$ cat src/rtl/i2c_read_nbytes_c_if.sv
// Bus and handshake signals between the config sequencer/I2C lines and the N-byte read master.
interface i2c_read_nbytes_c_if #(
  parameter int unsigned MAX_BYTES = 2
);
  localparam int unsigned DW = 8 * MAX_BYTES;

  logic          GO;
  logic [7:0]    SLAVE_ADDRESS;
  logic [2:0]    NBYTES;
  logic          SDAI;
  logic          SDAO;
  logic          SCLO;
  logic          END_OK;
  logic          ACK_OK;
  logic [DW-1:0] DATA;
  logic          DATA_VALID;
  logic [7:0]    ST;
  logic [7:0]    CNT;
  logic [7:0]    BYTE;

  modport master (
    input  GO, SLAVE_ADDRESS, NBYTES, SDAI,
    output SDAO, SCLO, END_OK, ACK_OK, DATA, DATA_VALID, ST, CNT, BYTE
  );

  modport slave (
    output GO, SLAVE_ADDRESS, NBYTES, SDAI,
    input  SDAO, SCLO, END_OK, ACK_OK, DATA, DATA_VALID, ST, CNT, BYTE
  );
endinterface

$ cat src/rtl/i2c_read_nbytes_c.sv
// Bit-banged I2C read master on the PT_CK tick: START, address (read), 0..MAX_BYTES data bytes, STOP.
// Optional address-NACK retry/polling enabled by defining I2C_RD_ACK_RETRY_EN.
module i2c_read_nbytes_c #(
  parameter int unsigned MAX_BYTES = 2,
  parameter int unsigned RETRY_MAX = 8
) (
  input  logic                PT_CK,
  input  logic                RESET_N,
  i2c_read_nbytes_c_if.master bus
);
  localparam int unsigned DW = 8 * MAX_BYTES;
  localparam int unsigned AW = (RETRY_MAX > 1) ? $clog2(RETRY_MAX + 1) : 1;
`ifdef I2C_RD_ACK_RETRY_EN
  localparam int unsigned ATTEMPTS = RETRY_MAX;
`else
  localparam int unsigned ATTEMPTS = 1;
`endif
  localparam logic [AW-1:0] LAST_ATTEMPT = AW'(ATTEMPTS - 1);

  typedef enum logic [2:0] {
    S_IDLE   = 3'd0,
    S_START  = 3'd1,
    S_ADDR   = 3'd2,
    S_RDBYTE = 3'd3,
    S_STOP   = 3'd4,
    S_DONE   = 3'd5
  } state_t;

  state_t        r_state;
  logic [1:0]    r_ph;
  logic [3:0]    r_bit;
  logic [2:0]    r_byte;
  logic [2:0]    r_nbytes;
  logic [6:0]    r_addr;
  logic [7:0]    r_shift;
  logic [AW-1:0] r_attempt;
  logic          r_complete;
  logic          r_sdao;
  logic          r_sclo;
  logic          r_end_ok;
  logic          r_ack_ok;
  logic          r_dv;
  logic [DW-1:0] r_data;

  logic [8:0] w_addr_frame;
  logic [2:0] w_nbytes_clamped;
  logic       w_last;

  // Address frame: 7-bit address, R/W forced to read, then SDA released for the slave ACK.
  assign w_addr_frame     = {r_addr, 1'b1, 1'b1};
  assign w_nbytes_clamped = (32'(bus.NBYTES) > MAX_BYTES) ? 3'(MAX_BYTES) : bus.NBYTES;
  assign w_last           = (r_byte == 3'(r_nbytes - 3'd1));

  always_ff @(posedge PT_CK or negedge RESET_N) begin
    if (!RESET_N) begin
      r_state    <= S_IDLE;
      r_ph       <= 2'd0;
      r_bit      <= 4'd0;
      r_byte     <= 3'd0;
      r_nbytes   <= 3'd0;
      r_addr     <= 7'd0;
      r_shift    <= 8'd0;
      r_attempt  <= '0;
      r_complete <= 1'b0;
      r_sdao     <= 1'b1;
      r_sclo     <= 1'b1;
      r_end_ok   <= 1'b1;
      r_ack_ok   <= 1'b0;
      r_dv       <= 1'b0;
      r_data     <= '0;
    end else begin
      r_dv <= 1'b0;
      unique case (r_state)
        S_IDLE: begin
          r_sdao   <= 1'b1;
          r_sclo   <= 1'b1;
          r_end_ok <= 1'b1;
          if (bus.GO) begin
            r_nbytes   <= w_nbytes_clamped;
            r_addr     <= bus.SLAVE_ADDRESS[7:1];
            r_attempt  <= '0;
            r_complete <= 1'b0;
            r_end_ok   <= 1'b0;
            r_ph       <= 2'd0;
            r_state    <= S_START;
          end
        end

        // SDA falls while SCL is high, then SCL is pulled low.
        S_START: begin
          r_ph <= r_ph + 2'd1;
          if (r_ph == 2'd0) begin
            r_sdao <= 1'b0;
          end else if (r_ph == 2'd2) begin
            r_sclo  <= 1'b0;
            r_ph    <= 2'd0;
            r_bit   <= 4'd0;
            r_byte  <= 3'd0;
            r_state <= S_ADDR;
          end
        end

        S_ADDR: begin
          r_ph <= r_ph + 2'd1;
          unique case (r_ph)
            2'd0: r_sdao <= w_addr_frame[4'(4'd8 - r_bit)];
            2'd1: r_sclo <= 1'b1;
            2'd2: if (r_bit == 4'd8) r_ack_ok <= ~bus.SDAI;
            default: begin
              r_sclo <= 1'b0;
              if (r_bit == 4'd8) begin
                r_bit   <= 4'd0;
                r_state <= (r_ack_ok && (r_nbytes != 3'd0)) ? S_RDBYTE : S_STOP;
              end else begin
                r_bit <= r_bit + 4'd1;
              end
            end
          endcase
        end

        // Eight data bits from the slave, then our ACK (NACK on the final byte).
        S_RDBYTE: begin
          r_ph <= r_ph + 2'd1;
          unique case (r_ph)
            2'd0: r_sdao <= (r_bit == 4'd8) ? w_last : 1'b1;
            2'd1: r_sclo <= 1'b1;
            2'd2: if (r_bit < 4'd8) r_shift <= {r_shift[6:0], bus.SDAI};
            default: begin
              r_sclo <= 1'b0;
              if (r_bit == 4'd7) begin
                for (int unsigned k = 0; k < MAX_BYTES; k++) begin
                  if (r_byte == 3'(k)) r_data[8*(MAX_BYTES-k)-1 -: 8] <= r_shift;
                end
                if (w_last) r_complete <= 1'b1;
              end
              if (r_bit == 4'd8) begin
                r_bit  <= 4'd0;
                r_byte <= r_byte + 3'd1;
                if (w_last) r_state <= S_STOP;
              end else begin
                r_bit <= r_bit + 4'd1;
              end
            end
          endcase
        end

        // SDA low with SCL low, SCL released, then SDA released; a NACKed address may retry.
        S_STOP: begin
          r_ph <= r_ph + 2'd1;
          if (r_ph == 2'd0) begin
            r_sdao <= 1'b0;
            r_sclo <= 1'b0;
          end else if (r_ph == 2'd1) begin
            r_sclo <= 1'b1;
          end else if (r_ph == 2'd2) begin
            r_sdao <= 1'b1;
            r_ph   <= 2'd0;
            if (!r_ack_ok && (r_attempt != LAST_ATTEMPT)) begin
              r_attempt <= r_attempt + AW'(1);
              r_state   <= S_START;
            end else begin
              r_end_ok <= 1'b1;
              r_dv     <= r_complete;
              r_state  <= S_DONE;
            end
          end
        end

        // Hold here until GO drops so a held GO never restarts the bus.
        S_DONE: begin
          r_sdao   <= 1'b1;
          r_sclo   <= 1'b1;
          r_end_ok <= 1'b1;
          if (!bus.GO) r_state <= S_IDLE;
        end

        default: r_state <= S_IDLE;
      endcase
    end
  end

  assign bus.SDAO       = r_sdao;
  assign bus.SCLO       = r_sclo;
  assign bus.END_OK     = r_end_ok;
  assign bus.ACK_OK     = r_ack_ok;
  assign bus.DATA       = r_data;
  assign bus.DATA_VALID = r_dv;
  assign bus.ST         = 8'(r_state);
  assign bus.CNT        = 8'(r_bit);
  assign bus.BYTE       = 8'(r_byte);
endmodule

$ cat src/flat_wrapper.sv
// flat-port wrapper written by rule: the top's interface ports become plain ports
module i2c_read_nbytes_c_flat 
#(
  parameter int unsigned MAX_BYTES = 2,
  parameter int unsigned RETRY_MAX = 8
)
  (PT_CK, RESET_N, bus_GO, bus_SLAVE_ADDRESS, bus_NBYTES, bus_SDAI, bus_SDAO, bus_SCLO, bus_END_OK, bus_ACK_OK, bus_DATA, bus_DATA_VALID, bus_ST, bus_CNT, bus_BYTE);
  i2c_read_nbytes_c_if #(.MAX_BYTES(MAX_BYTES)) bus_i ();
  input  logic PT_CK;
  input  logic RESET_N;
  input wire logic [$bits(bus_i.GO)-1:0] bus_GO;
  input wire logic [$bits(bus_i.SLAVE_ADDRESS)-1:0] bus_SLAVE_ADDRESS;
  input wire logic [$bits(bus_i.NBYTES)-1:0] bus_NBYTES;
  input wire logic [$bits(bus_i.SDAI)-1:0] bus_SDAI;
  output wire logic [$bits(bus_i.SDAO)-1:0] bus_SDAO;
  output wire logic [$bits(bus_i.SCLO)-1:0] bus_SCLO;
  output wire logic [$bits(bus_i.END_OK)-1:0] bus_END_OK;
  output wire logic [$bits(bus_i.ACK_OK)-1:0] bus_ACK_OK;
  output wire logic [$bits(bus_i.DATA)-1:0] bus_DATA;
  output wire logic [$bits(bus_i.DATA_VALID)-1:0] bus_DATA_VALID;
  output wire logic [$bits(bus_i.ST)-1:0] bus_ST;
  output wire logic [$bits(bus_i.CNT)-1:0] bus_CNT;
  output wire logic [$bits(bus_i.BYTE)-1:0] bus_BYTE;
  assign bus_i.GO = bus_GO;
  assign bus_i.SLAVE_ADDRESS = bus_SLAVE_ADDRESS;
  assign bus_i.NBYTES = bus_NBYTES;
  assign bus_i.SDAI = bus_SDAI;
  assign bus_SDAO = bus_i.SDAO;
  assign bus_SCLO = bus_i.SCLO;
  assign bus_END_OK = bus_i.END_OK;
  assign bus_ACK_OK = bus_i.ACK_OK;
  assign bus_DATA = bus_i.DATA;
  assign bus_DATA_VALID = bus_i.DATA_VALID;
  assign bus_ST = bus_i.ST;
  assign bus_CNT = bus_i.CNT;
  assign bus_BYTE = bus_i.BYTE;
  i2c_read_nbytes_c #(.MAX_BYTES(MAX_BYTES), .RETRY_MAX(RETRY_MAX)) u_core (.PT_CK(PT_CK), .RESET_N(RESET_N), .bus(bus_i));
endmodule
$ cat config.mk
export PLATFORM = sky130hd
export DESIGN_NAME = i2c_read_nbytes_c_flat
export DESIGN_NICKNAME = d
export VERILOG_FILES = /design/src/rtl/i2c_read_nbytes_c_if.sv /design/src/rtl/i2c_read_nbytes_c.sv /design/src/flat_wrapper.sv
export SDC_FILE = /design/constraint.sdc
export NUM_CORES = 1
export LEC_CHECK = 0
export BUFFER_PORTS_ARGS = -buffer_cell sky130_fd_sc_hd__buf_2
export CORE_MARGIN = 3
export CORE_UTILIZATION = 50
export DETAILED_ROUTE_END_ITERATION = 10
export PLACE_DENSITY_LB_ADDON = 0.3
export SYNTH_ARGS = -nofsm -noshare
export SYNTH_HDL_FRONTEND = slang
export SYNTH_SLANG_ARGS = --single-unit
$ cat constraint.sdc
create_clock -name PT_CK -period 2.5 [get_ports PT_CK]
set_input_delay 0.625 -clock PT_CK [delete_from_list [all_inputs] [get_ports PT_CK]]
set_output_delay 0.625 -clock PT_CK [all_outputs]
set_load 0.005 [all_outputs]
==> metrics.csv <==
stage;metric;value;unit
timing;final setup TNS;0;ns
drt;WL met3;335;µm
die;die area;7152;µm²
timing;fmax;421.3;MHz
global_route;initial antenna violation count;0;
timing;final setup margin;0.1265;ns
synthesis;Synth top area share;0.4297;
placed_design;Post-DP Area;3367;µm²
power;net switching power;1.319;mW
layout;layout cells sized above 1;0.2550;
power;Pint;2.119;mW
die;Boundary Pins;60;
placed_design;DP Wirelength;4706;µm
placed_design;GPL Wtd Cong;0.8303;
power;power per cell area;988.5;nW/µm²
flow_run;MaxCap Viol Count;0;
layout;fillers;499;
drt;M1 WL;2882;µm
synthesis;number of synthesis warnings;0;
power;Total Power;3.438;mW
placed_design;placed cells;417;
synthesis;sequential cell area fraction in the yosys report;0.4552;
clocking;setup repair bufs after CTS;0;
drt;met2 wire length;3012;µm
global_route;vias in the first global route;2238;
drt;final WL;6328;µm
power;Peak VDD IR;0.5973;mV
placed_design;# port buffers;44;
die;Core Region;5743;µm²
die;height of the die;84.57;µm
power;LEAKAGE;1.751;nW
power;sequential share of power;0.402;
layout;final instance area;3478;µm²
clocking;clk_lat worst skew;0.31;ns
timing;Worst Max-Slew Pin Slew;0.6288;ns
layout;ANT cells;0;
layout;multi-input combinational cell area;1493;µm²
synthesis;top_reg_cell synth;dfrtp_1;
die;Initial Util;0.5375;
global_route;Remaining Overflow, GRT;0;
drt;Max Used Layer;met4;
clocking;hold_buf cts;0;
critical_path;crit path max fanout;8;
layout;Layout Cells excl Fill;425;
layout;register cell area after layout;1405;µm²
critical_path;Critical Path AT;2.61;ns
clocking;Post-CTS Resized;0;
drt;Pre-antenna DRT Iters;4;
clocking;CTS tree;done;
drt;post-detailed-route wirelength per cell;14.89;µm
critical_path;slowest stage delay, CP;0.62;ns
clocking;TritonCTS Buffers;5;
synthesis;ys async rst share;1.000;
power;Combinational Power Share;0.424;
layout;Final nets;382;
placed_design;pre-CTS setup slack;0.1249;ns
critical_path;worst r2r path cells;6;
timing;final hold vios;0;
synthesis;syn_area_per_cell;10.05;µm²
timing;Clock Skews;0.008205;ns
die;Die Span X;84.57;µm
timing;fin. max-slew vios;0;
run_status;outcome;complete, no violations;
critical_path;crit-path leading delay family;simple AND/OR/NAND/NOR gates;
synthesis;Synth Instances;307;
global_route;global-route wire length before repair;10810;µm
synthesis;Seq cells post-synth;56;
drt;DRT antenna net count;0;
synthesis;Cell Area, Synth;3087;µm²
synthesis;Post-synth EDFFs;0;
layout;Syn-to-layout area delta;12.69;%
critical_path;critical path class;flip-flop to flip-flop;
synthesis;Netlist cell types;52;
power;Clock power frac;0.173;
critical_path;Slowest cell on crit path;or4b_1;
drt;routed vias;2374;
critical_path;Startpoint Class;flip-flop;
power;Sw Share;0.3837;
timing;Final Critical Period;2.373;ns
synthesis;main area contributors after synthesis;dfrtp_1 43%, mux2_2 8.8%, ha_1 6.1%;
critical_path;worst path buffer plus inverter count;1;
drt;First DRT Iteration DRCs;126;
clocking;clock transition at the registers of the reported paths;0.10;ns
clocking;CTS HTree Levels;2;
global_route;Total Routing Usage GR;0.1844;
clocking;Clock Path Buffers;2;
synthesis;top cell type by total area after synthesis;dfrtp_1;
global_route;maximum number of pins on one net before global-route repair;31;
hold_path;type of the tightest min-delay check;input pin to asynchronous set/reset pin;
clocking;CTS Root Cell;clkbuf_8;
critical_path;Worst EP required;2.74;ns
timing;RSZ-0062 raised after global routing;false;
clocking;# clock sinks;56;
die;Core Rows;27;
critical_path;Crit. End Element;flip-flop;
critical_path;critical path depth;6;
timing;final setup vio count;0;
drt;routed vias/inst;5.586;
drt;# DRC;0;
timing;slew margin rel.;0.5808;
timing;Final period util;0.9494;
critical_path;worst path cell trace;inv_1 -> ha_1 -> or3b_1 -> or4b_1 -> or3_1 -> a21oi_1;
placed cells by master (no fill, tap or decap), types with 5 or more instances in the layout:
master / netlist / routed
buf_2: 3 / 44
a21oi_1: 11 / 11
nand2_1: 35 / 35
o21ai_0: 23 / 23
ha_1: 15 / 15
clkbuf_8: 0 / 5
buf_4: 14 / 9
inv_1: 19 / 19
conb_1: 1 / 14
nor2_1: 11 / 11
dfrtp_1: 53 / 53
mux2i_1: 6 / 6
nand3_1: 13 / 13
mux2_2: 24 / 24
worst register-to-register path: cells and delay by family, from the launching register on:
kind / cells / cell delay [ns]
DFF: 1 / 0.41
AOI/OAI and AO/OA: 1 / 0.15
adders and majority gates: 1 / 0.24
buffers and inverters: 1 / 0.11
and+or+nand+nor: 3 / 1.40
cell families after synthesis:
| family | Yosys count | share of synthesized area |
|---|---|---|
| XOR/XNOR | 5 | 0.01864 |
| multiplexers | 31 | 0.1143 |
| AO/OA/AOI/OAI | 55 | 0.1090 |
| flip-flops | 56 | 0.4552 |
| other | 1 | 0.001215 |
| AND/OR/NAND/NOR | 96 | 0.1638 |
| buffers and inverters | 48 | 0.07701 |
| adder cells (fa/ha/maj) | 15 | 0.06080 |
metrics by stage:
step	utilization	hold WS, ns
CTS	0.6057	0.3271
finish	0.6057	0.3157
global route	0.6057	0.3436
global placement	0.5863	0.4512
floorplan	-	0.3294
detailed placement	0.5863	0.4600
cells in the mapped netlist (2+ instances only):
| cell | n |
|---|---|
| ha_1 | 15 |
| or3_1 | 2 |
| mux2i_1 | 6 |
| a22o_1 | 2 |
| nor3_1 | 4 |
| or4_1 | 2 |
| mux2_2 | 24 |
| o21ai_0 | 23 |
| o21bai_1 | 2 |
| dfrtp_1 | 53 |
| buf_2 | 3 |
| nor2b_1 | 2 |
| a221oi_1 | 2 |
| nand2b_1 | 2 |
| nand4_1 | 4 |
| and3_1 | 4 |
| and2_1 | 3 |
| o22ai_1 | 2 |
| nand2_1 | 35 |
| a31oi_1 | 3 |
| nor2_1 | 11 |
| a21oi_1 | 11 |
| nand4b_1 | 2 |
| clkbuf_1 | 11 |
| xor2_1 | 4 |
| nor3b_1 | 4 |
| buf_4 | 14 |
| inv_1 | 19 |
| nand3_1 | 13 |
| dfstp_2 | 3 |
registers in the layout (all words and copies together), names as in the netlist, 2 cells and up:
signal / count
u_core.r_bit: 4
u_core.r_byte: 3
u_core.r_shift: 8
u_core.r_addr: 7
u_core.r_ph: 2
u_core.r_state: 3
u_core.r_attempt: 4
u_core.bus.DATA: 16
u_core.r_nbytes: 3
layer usage:
| metal | track usage | vias up |
|---|---|---|
| met5 | 0 | - |
| met4 | 0.06619 | 0 |
| met3 | 0.02650 | 7 |
| met2 | 0.2868 | 70 |
| met1 | 0.2628 | 1159 |
| li1 | - | 1138 |
layout make-up:
| type | count | area share |
|---|---|---|
| inverters | 19 | 0.02050 |
| well taps | 72 | 0.02590 |
| flip-flops and latches | 56 | 0.4040 |
| repair buffers | 54 | 0.08849 |
| clock inverters | 2 | 0.01115 |
| multi-input cells | 216 | 0.4291 |
| clock buffers | 6 | 0.02086 |
power by group through the flow:
stage               combinational (mW)  clock (mW)  sequential, mW
global route                      1.65       0.658            1.42
global placement                  1.40           0            1.38
detailed placement                1.45           0            1.40
CTS                               1.46       0.615            1.38
floorplan                         1.07           0            1.33
finish                            1.46       0.596            1.38
worst paths after layout:
kind | from | to | slack, ns
setup / recovery | u_core.r_ph[1]$_DFFE_PN0P_ | u_core.r_attempt[3]$_DFFE_PN0P_ | 0.13
hold / removal | RESET_N | u_core.r_shift[7]$_DFFE_PN0P_ | 0.32
setup reg to reg | u_core.r_ph[1]$_DFFE_PN0P_ | u_core.r_attempt[3]$_DFFE_PN0P_ | 0.13
hold reg to reg | u_core.r_addr[2]$_DFFE_PN0P_ | u_core.r_addr[2]$_DFFE_PN0P_ | 0.48
max in group asynchronous | RESET_N | u_core.r_nbytes[2]$_DFFE_PN0P_ | 1.60
min in group PT_CK | u_core.r_addr[2]$_DFFE_PN0P_ | u_core.r_addr[2]$_DFFE_PN0P_ | 0.48
(Power assumes the default switching activity.)
